==> src/rtl/ifu_prefetch.sv <==
// Instruction prefetch unit: a single-outstanding AXI4-lite read master feeding an
// in-order instruction buffer of {inst, pc, err} entries, with redirect/flush support.
module ifu_prefetch #(
  parameter int               WIDTH    = 32,
  parameter int               DEPTH    = 4,
  parameter logic [WIDTH-1:0] RESET_PC = 32'h8000_0000
) (
  input  logic               clk,
  input  logic               rst,
  input  logic               redirect_valid,
  input  logic [WIDTH-1:0]   redirect_pc,
  output logic               ifu_valid,
  output logic [2*WIDTH-1:0] ifu_data,
  output logic               ifu_err,
  input  logic               idu_ready,
  output logic [WIDTH-1:0]   ARADDR,
  output logic               ARVALID,
  input  logic               ARREADY,
  input  logic [WIDTH-1:0]   RDATA,
  input  logic [1:0]         RRESP,
  input  logic               RVALID,
  output logic               RREADY
);

  localparam int PTR_W = $clog2(DEPTH);
  localparam int CNT_W = PTR_W + 1;

  typedef enum logic [2:0] {S_IDLE, S_AR, S_R, S_DRAIN, S_HALT} state_t;

  state_t           state, next_state;
  logic [WIDTH-1:0] fpc;
  logic [WIDTH-1:0] araddr_q;
  logic             arvalid_q;
  logic             rready_q;
  logic             kill_q;

  logic [WIDTH-1:0] buf_inst [DEPTH];
  logic [WIDTH-1:0] buf_pc   [DEPTH];
  logic             buf_err  [DEPTH];
  logic [PTR_W-1:0] rd_ptr, wr_ptr;
  logic [CNT_W-1:0] count;

  logic has_room;
  logic push;
  logic pop;

  // Only one read is ever in flight and AR is only issued from S_IDLE, so
  // occupancy alone decides whether another fetch can fit.
  assign has_room = count < CNT_W'(DEPTH);
  assign push     = (state == S_R) && RVALID && !redirect_valid;
  assign pop      = ifu_valid && idu_ready && !redirect_valid;

  always_comb begin
    next_state = state;
    case (state)
      S_IDLE:  if (!redirect_valid && has_room) next_state = S_AR;
      S_AR:    if (ARREADY) next_state = (kill_q || redirect_valid) ? S_DRAIN : S_R;
      S_R: begin
        if (redirect_valid)  next_state = RVALID ? S_IDLE : S_DRAIN;
        else if (RVALID)     next_state = (RRESP != 2'b00) ? S_HALT : S_IDLE;
      end
      // A beat returning in the same cycle as a redirect still completes the drain;
      // waiting for another beat here would never finish.
      S_DRAIN: if (RVALID) next_state = S_IDLE;
      S_HALT:  if (redirect_valid) next_state = S_IDLE;
      default: next_state = S_IDLE;
    endcase
  end

  always_ff @(posedge clk or posedge rst) begin
    if (rst) begin
      state     <= S_IDLE;
      fpc       <= RESET_PC;
      araddr_q  <= RESET_PC;
      arvalid_q <= 1'b0;
      rready_q  <= 1'b0;
      kill_q    <= 1'b0;
    end else begin
      state     <= next_state;
      arvalid_q <= (next_state == S_AR);
      rready_q  <= (next_state == S_R) || (next_state == S_DRAIN);
      if (state == S_IDLE && next_state == S_AR) araddr_q <= fpc;
      if (redirect_valid)  fpc <= redirect_pc;
      else if (push)       fpc <= araddr_q + WIDTH'(4);
      // Remembers a redirect seen while the address is still waiting for ARREADY.
      if (state == S_AR) kill_q <= !ARREADY && (kill_q || redirect_valid);
      else               kill_q <= 1'b0;
    end
  end

  always_ff @(posedge clk or posedge rst) begin
    if (rst) begin
      rd_ptr <= '0;
      wr_ptr <= '0;
      count  <= '0;
    end else if (redirect_valid) begin
      rd_ptr <= '0;
      wr_ptr <= '0;
      count  <= '0;
    end else begin
      if (push) wr_ptr <= wr_ptr + PTR_W'(1);
      if (pop)  rd_ptr <= rd_ptr + PTR_W'(1);
      case ({push, pop})
        2'b10:   count <= count + CNT_W'(1);
        2'b01:   count <= count - CNT_W'(1);
        default: count <= count;
      endcase
    end
  end

  always_ff @(posedge clk) begin
    if (push) begin
      buf_inst[wr_ptr] <= RDATA;
      buf_pc[wr_ptr]   <= araddr_q;
      buf_err[wr_ptr]  <= (RRESP != 2'b00);
    end
  end

  assign ifu_valid = (count != '0);
  assign ifu_data  = ifu_valid ? {buf_inst[rd_ptr], buf_pc[rd_ptr]} : '0;
  assign ifu_err   = ifu_valid & buf_err[rd_ptr];
  assign ARADDR    = araddr_q;
  assign ARVALID   = arvalid_q;
  assign RREADY    = rready_q;

endmodule
==> config.mk <==
export PLATFORM = sky130hd
export DESIGN_NAME = ifu_prefetch
export DESIGN_NICKNAME = d
export VERILOG_FILES = /design/src/rtl/ifu_prefetch.sv
export SDC_FILE = /design/constraint.sdc
export NUM_CORES = 1
export LEC_CHECK = 0
export ABC_AREA = 1
export CAP_MARGIN = 20
export CELL_PAD_IN_SITES_DETAIL_PLACEMENT = 1
export CELL_PAD_IN_SITES_GLOBAL_PLACEMENT = 2
export CORE_UTILIZATION = 36
export DETAILED_ROUTE_END_ITERATION = 16
export PLACE_DENSITY = 0.8
export SYNTH_ARGS = -nofsm -noshare
export SYNTH_HDL_FRONTEND = slang
export SYNTH_SLANG_ARGS = --single-unit
==> constraint.sdc <==
create_clock -name clk -period 5 [get_ports clk]
set_input_delay 0.5 -clock clk [delete_from_list [all_inputs] [get_ports clk]]
set_output_delay 0.5 -clock clk [all_outputs]
set_load 0.01 [all_outputs]
==> results.sh, run 1 <==
export IMPL_period_share=0.797
export IMPL_finalPower_mw=9.64
export IMPL_cts_sinks=337
export IMPL_num_rows=72
export IMPL_synth_distinct_cells=36
export IMPL_die_w_um=201
export IMPL_clock_latency_ns=0.53
export IMPL_drt_iter0_drc=491
export IMPL_layout_nets=1603
export IMPL_r2r_start="state[2]"
export IMPL_ios=172
export IMPL_synth_area_leaders="edfxtp_1 55%, dfrtp_1 13%, nor2_1 8.5%, o21ai_0 6.0%, nand2_1 5.7%"
export IMPL_powerDensity_nw_per_um2=544
export IMPL_syn_inst=1366
export IMPL_numPlacedInstances=2003
export IMPL_fin_ws_ns=1.01
export IMPL_rrSetupSlack_ns=2.47
export IMPL_max_freq_mhz=251
export IMPL_grt_max_degree=79
export IMPL_drv_cap=0
export IMPL_drc=0
export IMPL_whs_ns=0.175
export IMPL_die_h_um=201
export IMPL_cts_tree="yes"
export IMPL_syn_num_nets=1444
export IMPL_required_ns=4.50
export IMPL_fin_skew_ns=0.0165
export IMPL_die_area_sq_um=40400
export IMPL_place_area_sq_um=16500
export IMPL_synth_area_sq_um=14200
export IMPL_dp_hpwl_mm=24.6
export IMPL_dpl_worst_slack_ns=1.51
export IMPL_final_cell_mix="318 x nor2_1, 260 x edfxtp_1, 216 x nand2_1"
export IMPL_start_util=0.367
export IMPL_ys_ff_latch=337
export IMPL_worstSetupEndpointType="output pin"
export IMPL_hp_class="in2async"
export IMPL_grt_total_usage=0.194
export IMPL_reg2reg_depth=6
export IMPL_ir_drop_uv=280
export IMPL_status="complete, no violations"
export IMPL_crit_buf_inv=3
export IMPL_cts_setup_buffers=0
export IMPL_syn_to_final_growth_pct=24.5
export IMPL_fin_tns_setup_ns=0
export IMPL_yosysTopAreaCellShare=0.548
export IMPL_num_vias=10229
export IMPL_clockBufferDepth=3
export IMPL_io_buffers=171
export IMPL_ant_nets=0
export IMPL_place_congestion=0.791
export IMPL_seq_area_frac_synth=0.683
export IMPL_cts_hold_buf=0
export IMPL_post_synth_top_area_cell="edfxtp_1"
export IMPL_postCtsResizedCells=0
export IMPL_final_hold_viol_count=0
export IMPL_grt_overflow=0
export IMPL_rsz0062_at_grt="no"
export IMPL_grt_pass1_vias=10946
export IMPL_slowest_stage="dfrtp_4"
export IMPL_utilization=0.457
export IMPL_nFillCells=4282
export IMPL_crit_start="rd_ptr[0]"
export IMPL_n_antenna_cell=0
export IMPL_fin_cells=2071
export IMPL_drt_wl_total_mm=38.7
export IMPL_startpoint_type="register"
export IMPL_worstMarginPinSlew_ns=1.04
export IMPL_cts_made_buffers=37
export IMPL_dr_pass1_iters=4
export IMPL_path_class="reg2out"
export IMPL_syn_avg_cell_area_sq_um=10.4
export IMPL_finalInstanceArea_sq_um=17700
export IMPL_clock_root_buffer="clkbuf_16"
export IMPL_grt_pass1_wl_mm=61.0
export IMPL_crit_arrival_ns=3.49
export IMPL_mostFrequentLayoutCell="nor2_1"
export IMPL_power_leakage_nw=6.57
export IMPL_slowest_delay_ns=0.83
export IMPL_crit_chain="clkinv_2, buf_12, o21ai_0, a21oi_1, clkdlybuf4s50_1"
export IMPL_routedWlPerCell_um=18.7
export IMPL_yosys_warnings=0
export IMPL_vias_per_cell=4.94
export IMPL_slew_headroom=0.310
export IMPL_finalSetupViolCount=0
export IMPL_drv_slew=0
export IMPL_min_period_ns=3.99
export IMPL_cp_depth=5
export IMPL_antenna_found_initial=0
export IMPL_core_area_sq_um=38800
export IMPL_drive_gt1_frac=0.0663
export IMPL_path_max_fanout=76
export IMPL_clk_pin_slew_ns=0.06
export IMPL_htree_levels=2
export IMPL_crit_family="buffers and inverters"
==> cell type report <==
type                            instances  area [sq um]  area share
Clock buffer                           45          1010      0.0569
Multi-Input combinational cell        875          3900       0.220
Inverter                               88           333      0.0188
Sequential cell                       337          9740       0.549
Tap cell                              518           648      0.0366
Clock inverter                         22           234      0.0132
Timing Repair Buffer                  186          1860       0.105
==> cell usage after synthesis (all sizes together) <==
cell type	instances
nand4	1
nand3	35
mux2	1
buf	39
fa	1
nor3b	1
o21ai	176
edfxtp	260
dfrtp	75
o21bai	1
ha	5
nand2	220
nor2	331
xor2	7
or2	1
clkinv	1
o221ai	1
a32o	1
a31oi	1
and3	1
clkbuf	27
a21oi	78
o211ai	7
xnor2	4
inv	87
dfstp	2
nor3	2
==> report_power, final <==
| part | switching [mW] | internal, mW |
|---|---|---|
| registers | 0.546 | 3.42 |
| clock network | 1.09 | 1.69 |
| logic | 1.62 | 1.27 |
| total | 3.25 | 6.39 |
==> flip-flops by register name, indices dropped and copies added (netlist names), 3 cells and up <==
name	flops
state	3
ARADDR	32
buf_inst	128
fpc	32
buf_err	4
buf_pc	128
count	3
==> worst register-to-register path, stage by stage (launching register included) <==
cell and delay [ns]:
dfrtp_1 0.43, inv_2 0.08, nand2_1 0.05, nor2_2 0.22
nand2_2 0.31, nor2_4 0.72, buf_12 0.36
==> worst paths after layout <==
check                                  endpoint
worst max-delay path               ifu_data[32]
worst min-delay path                     RREADY
worst max register to register  buf_inst[2][26]
worst min register to register           fpc[9]
max in group asynchronous            ARADDR[28]
min in group clk                         fpc[9]
==> cells by family (layout without fill, tap and decap cells) <==
logic type,Yosys count,count (layout),share of synthesized area
muxes,1,1,0.000790
DFF,337,337,0.683
and+or+nand+nor,592,592,0.163
buffers and inverters,154,341,0.0446
AOI/OAI and AO/OA,265,265,0.0952
adders and majority gates,6,6,0.00580
xor gates and xnor gates,11,11,0.00676
==> per-layer routing <==
layer | part of all wire | up-vias | GRT usage
li1 | - | 4914 | -
met1 | 0.46 | 5079 | 0.257
met2 | 0.48 | 184 | 0.332
met3 | 0.034 | 52 | 0.0289
met4 | 0.019 | 0 | 0.0496
met5 | 0 | - | 0
No activity file was read; power rests on OpenSTA's default activity.
==> run 2: changes to the inputs <==
Settings changed: CORE_UTILIZATION 36 to 33, PLACE_DENSITY 0.8 to 0.78.
Clock period 5 ns to 3.6 ns, I/O delays scaled along.
==> run 2 against run 1 <==
Effect of this change:
- critical path depth rose by 1
- via count rose by 0.85%
- global-route usage fell by 0.75 points
- register-to-register slack got worse by 1.1 ns
- final area rose by 0.15%
- worst setup slack got worse by 0.83 ns
- final cell count rose by 1.3%
- clock-buffer cell count did not move
- power rose by 38%
- sequential cell count did not move
- core utilization fell by 3.6 points
==> results.sh, run 2 (synthesis gave the netlist of run 1 again) <==
export IMPL_status="complete, no violations"
export IMPL_finalPower_mw=13.3
export IMPL_die_h_um=210
export IMPL_period_share=0.950
export IMPL_required_ns=3.24
export IMPL_utilization=0.421
export IMPL_mostFrequentLayoutCell="nor2_1"
export IMPL_reg2reg_depth=6
export IMPL_met3RoutedLength_mm=1.54
export IMPL_num_rows=75
export IMPL_fin_ws_ns=0.180
export IMPL_syn_to_final_growth_pct=24.6
export IMPL_vias_per_cell=4.92
export IMPL_htree_levels=2
export IMPL_rsz0062_at_grt="no"
export IMPL_clk_pin_slew_ns=0.06
export IMPL_routedWlPerCell_um=19.2
export IMPL_dr_pass1_iters=5
export IMPL_die_area_sq_um=44000
export IMPL_power_leakage_nw=6.54
export IMPL_min_period_ns=3.42
export IMPL_numPlacedInstances=2030
export IMPL_max_freq_mhz=292
export IMPL_cts_sinks=337
export IMPL_cts_setup_buffers=0
export IMPL_dpl_worst_slack_ns=0.731
export IMPL_final_cell_mix="318 x nor2_1, 260 x edfxtp_1, 216 x nand2_1"
export IMPL_worstSetupEndpointType="output pin"
export IMPL_antenna_found_initial=0
export IMPL_path_class="reg2out"
export IMPL_path_max_fanout=68
export IMPL_place_area_sq_um=16600
export IMPL_io_buffers=171
export IMPL_drt_wl_total_mm=40.3
export IMPL_clock_root_buffer="clkbuf_16"
export IMPL_finalInstanceArea_sq_um=17800
export IMPL_cts_hold_buf=0
export IMPL_nFillCells=4644
export IMPL_hp_class="in2async"
export IMPL_grt_pass1_wl_mm=62.5
export IMPL_num_vias=10316
export IMPL_cts_tree="yes"
export IMPL_powerDensity_nw_per_um2=751
export IMPL_grt_max_degree=83
export IMPL_top_regs="buf_inst: 128 flops, buf_pc: 128 flops"
export IMPL_drive_gt1_frac=0.0662
export IMPL_rrSetupSlack_ns=1.35
export IMPL_place_congestion=0.764
export IMPL_fin_skew_ns=0.0156
export IMPL_drv_cap=0
export IMPL_grt_overflow=0
export IMPL_clockBufferDepth=3
export IMPL_layout_nets=1608
export IMPL_clock_latency_ns=0.55
export IMPL_wl_met1_mm=18.6
export IMPL_ios=172
export IMPL_drv_slew=0
export IMPL_drc=0
export IMPL_grt_pass1_vias=10838
export IMPL_fin_tns_setup_ns=0
export IMPL_startpoint_type="register"
export IMPL_r2r_start="state[2]"
export IMPL_fin_cells=2097
export IMPL_worstMarginPinSlew_ns=0.803
export IMPL_r2r_end="buf_inst[1][14]"
export IMPL_finalSetupViolCount=0
export IMPL_cts_made_buffers=37
export IMPL_final_hold_viol_count=0
export IMPL_dr_wl_met2_mm=19.6
export IMPL_ir_drop_uv=334
export IMPL_start_util=0.337
export IMPL_ant_nets=0
export IMPL_core_area_sq_um=42200
export IMPL_die_w_um=210
export IMPL_postCtsResizedCells=0
export IMPL_highest_layer="met4"
export IMPL_slew_headroom=0.464
export IMPL_crit_arrival_ns=3.06
export IMPL_drt_iter0_drc=522
export IMPL_whs_ns=0.297
export IMPL_grt_total_usage=0.186
export IMPL_dp_hpwl_mm=25.1
## run 2: cell types whose count changed in the layout (fill, tap and decap cells not counted), sizes merged
cell	before	now
buf	15	20
clkinv	17	14
clkinvlp	1	4
bufinv	5	3
diode	0	1
inv	87	88
## run 2: worst max path at each step
| stage | startpoint | end | slack [ns] | depth (start not counted) |
|---|---|---|---|---|
| after CTS | rd_ptr[0] | ifu_data[3] | 0.10 | 6 |
| after global routing | rd_ptr[0] | ifu_data[3] | 0.02 | 6 |
| after global placement | rd_ptr[0] | ifu_data[9] | 0.80 | 6 |
| after floorplan | state[2] | buf_err[0] | -0.60 | 6 |
| final | rd_ptr[0] | ifu_data[9] | 0.18 | 6 |
| after detailed placement | rd_ptr[0] | ifu_data[3] | 0.73 | 6 |
## run 2: report_power, final
part           switching [mW]  total [mW]  internal (mW)
registers               0.721        5.48           4.75
clock network            1.55        3.67           2.12
logic                    2.35        4.19           1.84
## run 2: critical path, cell delays in order, from the launching register on
cell and delay [ns]:
dfrtp_4 0.59, buf_4 0.68, nor2_1 0.11, nor2_1 0.12
o21ai_0 0.10, a21oi_1 0.30, clkdlybuf4s50_1 0.60
## run 2: layer usage
metal  up-vias  global-route usage
li1       4921                   -
met2       198               0.317
met3        46              0.0319
met5         -                   0
met4         0              0.0413
met1      5151               0.248
## run 2: final cells by class
| cell class | count | area [sq um] | share of cell area |
|---|---|---|---|
| flip-flops and latches | 337 | 9740 | 0.549 |
| multi-input cells | 875 | 3900 | 0.220 |
| repair buffers | 191 | 1950 | 0.110 |
| clock buffers | 45 | 956 | 0.0538 |
| well taps | 539 | 674 | 0.0380 |
| inverters | 88 | 333 | 0.0187 |
| clock inverters | 21 | 196 | 0.0111 |
| diodes | 1 | 2.50 | 0.000141 |
==> run 3: changes to the inputs <==
Settings changed: GPL_TIMING_DRIVEN from default to 0.
==> run 3 against run 2 <==
Effect of this change:
- worst setup slack improved by 0.14 ns
- critical path depth grew 1
- final area grew 2.6%
- largest cell class unchanged
- first-iteration DRC count is 9.6% lower
- sequential power is 1% lower
- clock skew is 0.00085 ns higher
- hold slack got worse by 0.080 ns
- largest power group unchanged
- sequential share of layout area fell by 1.4 points
- register-to-register slack worse by 0.17 ns
- non-clock buffer count rose by 57
- highest routed layer unchanged
==> results.sh, run 3 (synthesis gave the netlist of run 1 again) <==
export IMPL_cts_hold_buf=0
export IMPL_antenna_found_initial=0
export IMPL_drt_iter0_drc=472
export IMPL_fin_ws_ns=0.318
export IMPL_grt_pass1_wl_mm=65.7
export IMPL_nFillCells=4685
export IMPL_finalPower_mw=13.8
export IMPL_final_cell_mix="318 x nor2_1, 260 x edfxtp_1, 216 x nand2_1"
export IMPL_required_ns=3.24
export IMPL_dr_wl_met2_mm=20.6
export IMPL_num_rows=75
export IMPL_syn_to_final_growth_pct=27.8
export IMPL_startpoint_type="register"
export IMPL_crit_arrival_ns=2.92
export IMPL_powerDensity_nw_per_um2=757
export IMPL_max_freq_mhz=305
export IMPL_rsz0062_at_grt="no"
export IMPL_wl_met1_mm=18.8
export IMPL_grt_pass1_vias=11395
export IMPL_clockBufferDepth=3
export IMPL_period_share=0.912
export IMPL_place_area_sq_um=16900
export IMPL_htree_levels=2
export IMPL_clock_root_buffer="clkbuf_16"
export IMPL_path_class="reg2out"
export IMPL_dpl_worst_slack_ns=0.761
export IMPL_met3RoutedLength_mm=1.69
export IMPL_cts_tree="yes"
export IMPL_ios=172
export IMPL_grt_overflow=0
export IMPL_grt_max_degree=41
export IMPL_dp_hpwl_mm=29.3
export IMPL_dr_pass1_iters=5
export IMPL_clk_pin_slew_ns=0.06
export IMPL_fin_skew_ns=0.0164
export IMPL_die_h_um=210
export IMPL_die_w_um=210
export IMPL_die_area_sq_um=44000
export IMPL_status="complete, no violations"
export IMPL_grt_total_usage=0.197
export IMPL_clock_latency_ns=0.56
export IMPL_num_vias=10616
export IMPL_drv_slew=0
export IMPL_drv_cap=0
export IMPL_worstMarginPinSlew_ns=0.796
export IMPL_min_period_ns=3.28
export IMPL_core_area_sq_um=42200
export IMPL_place_congestion=0.786
export IMPL_fin_tns_setup_ns=0
export IMPL_n_antenna_cell=0
export IMPL_utilization=0.431
export IMPL_worstSetupEndpointType="output pin"
export IMPL_cts_sinks=337
export IMPL_drive_gt1_frac=0.0765
export IMPL_start_util=0.337
export IMPL_mostFrequentLayoutCell="nor2_1"
export IMPL_top_regs="buf_inst: 128 flops, buf_pc: 128 flops"
export IMPL_ant_nets=0
export IMPL_cts_made_buffers=39
export IMPL_hp_class="in2async"
export IMPL_highest_layer="met4"
export IMPL_routedWlPerCell_um=19.6
export IMPL_postCtsResizedCells=0
export IMPL_slew_headroom=0.468
export IMPL_drt_wl_total_mm=42.4
export IMPL_final_hold_viol_count=0
export IMPL_cts_setup_buffers=0
export IMPL_finalInstanceArea_sq_um=18200
export IMPL_path_max_fanout=10
export IMPL_power_leakage_nw=6.79
export IMPL_vias_per_cell=4.92
export IMPL_drc=0
export IMPL_io_buffers=171
export IMPL_layout_nets=1667
export IMPL_finalSetupViolCount=0
export IMPL_ir_drop_uv=368
[run 3: changes by cell type in the layout (fill, tap and decap cells not counted), moves of 3 or more]
cell        delta
buf_4          -8
buf_2         +24
clkbuf_1      +31
buf_16         +5
buf_1          +9
clkinvlp_4     -4
clkbuf_16      +3
clkbuf_8       +7
[run 3: power breakdown]
part	switching, mW	internal, mW	leakage [nW]
Clock	1.58	2.41	0.631
Combinational	2.53	1.85	2.86
Sequential	0.666	4.75	3.29
Total	4.78	9.01	6.79
[run 3: stage by stage]
step / hold slack [ns] / instances
global placement: 0.479 / 2076
CTS: 0.206 / 2159
finish: 0.217 / 2159
global route: 0.271 / 2159
floorplan: 0.430 / 1366
detailed placement: 0.484 / 2087
[run 3: path summary, 6_finish.rpt]
kind | depth (start not counted) | slack, ns | to | start
worst max-delay path | 7 | 0.32 | ifu_data[14] | rd_ptr[0]
worst min-delay path | 2 | 0.22 | fpc[3] | rst
worst max register to register | 7 | 1.18 | buf_inst[3][11] | state[2]
worst min register to register | 2 | 0.50 | fpc[5] | fpc[5]
max in group asynchronous | 3 | 2.74 | fpc[31] | rst
min in group clk | 3 | 0.41 | fpc[3] | redirect_pc[3]
[run 3: final cells by class]
type,count,area [sq um],area share
Clock buffer,59,1140,0.0627
Tap cell,539,674,0.0370
Buffer,66,304,0.0167
Inverter,88,334,0.0183
Sequential cell,337,9740,0.535
Clock inverter,13,149,0.00817
Multi-Input combinational cell,875,3900,0.214
Timing Repair Buffer,182,1970,0.108
[run 3: critical path, cell delays in order (launching register included)]
cell	delay [ns]
dfrtp_1	0.35
buf_2	0.17
inv_2	0.11
buf_4	0.21
clkbuf_1	0.41
o21ai_0	0.16
a21oi_1	0.34
clkdlybuf4s50_1	0.61
[run 3: layer usage]
layer  vias to the layer above  track usage
li1                       5040            -
met1                      5257        0.255
met2                       249        0.335
met3                        70       0.0325
met4                         0       0.0670
met5                         -            0
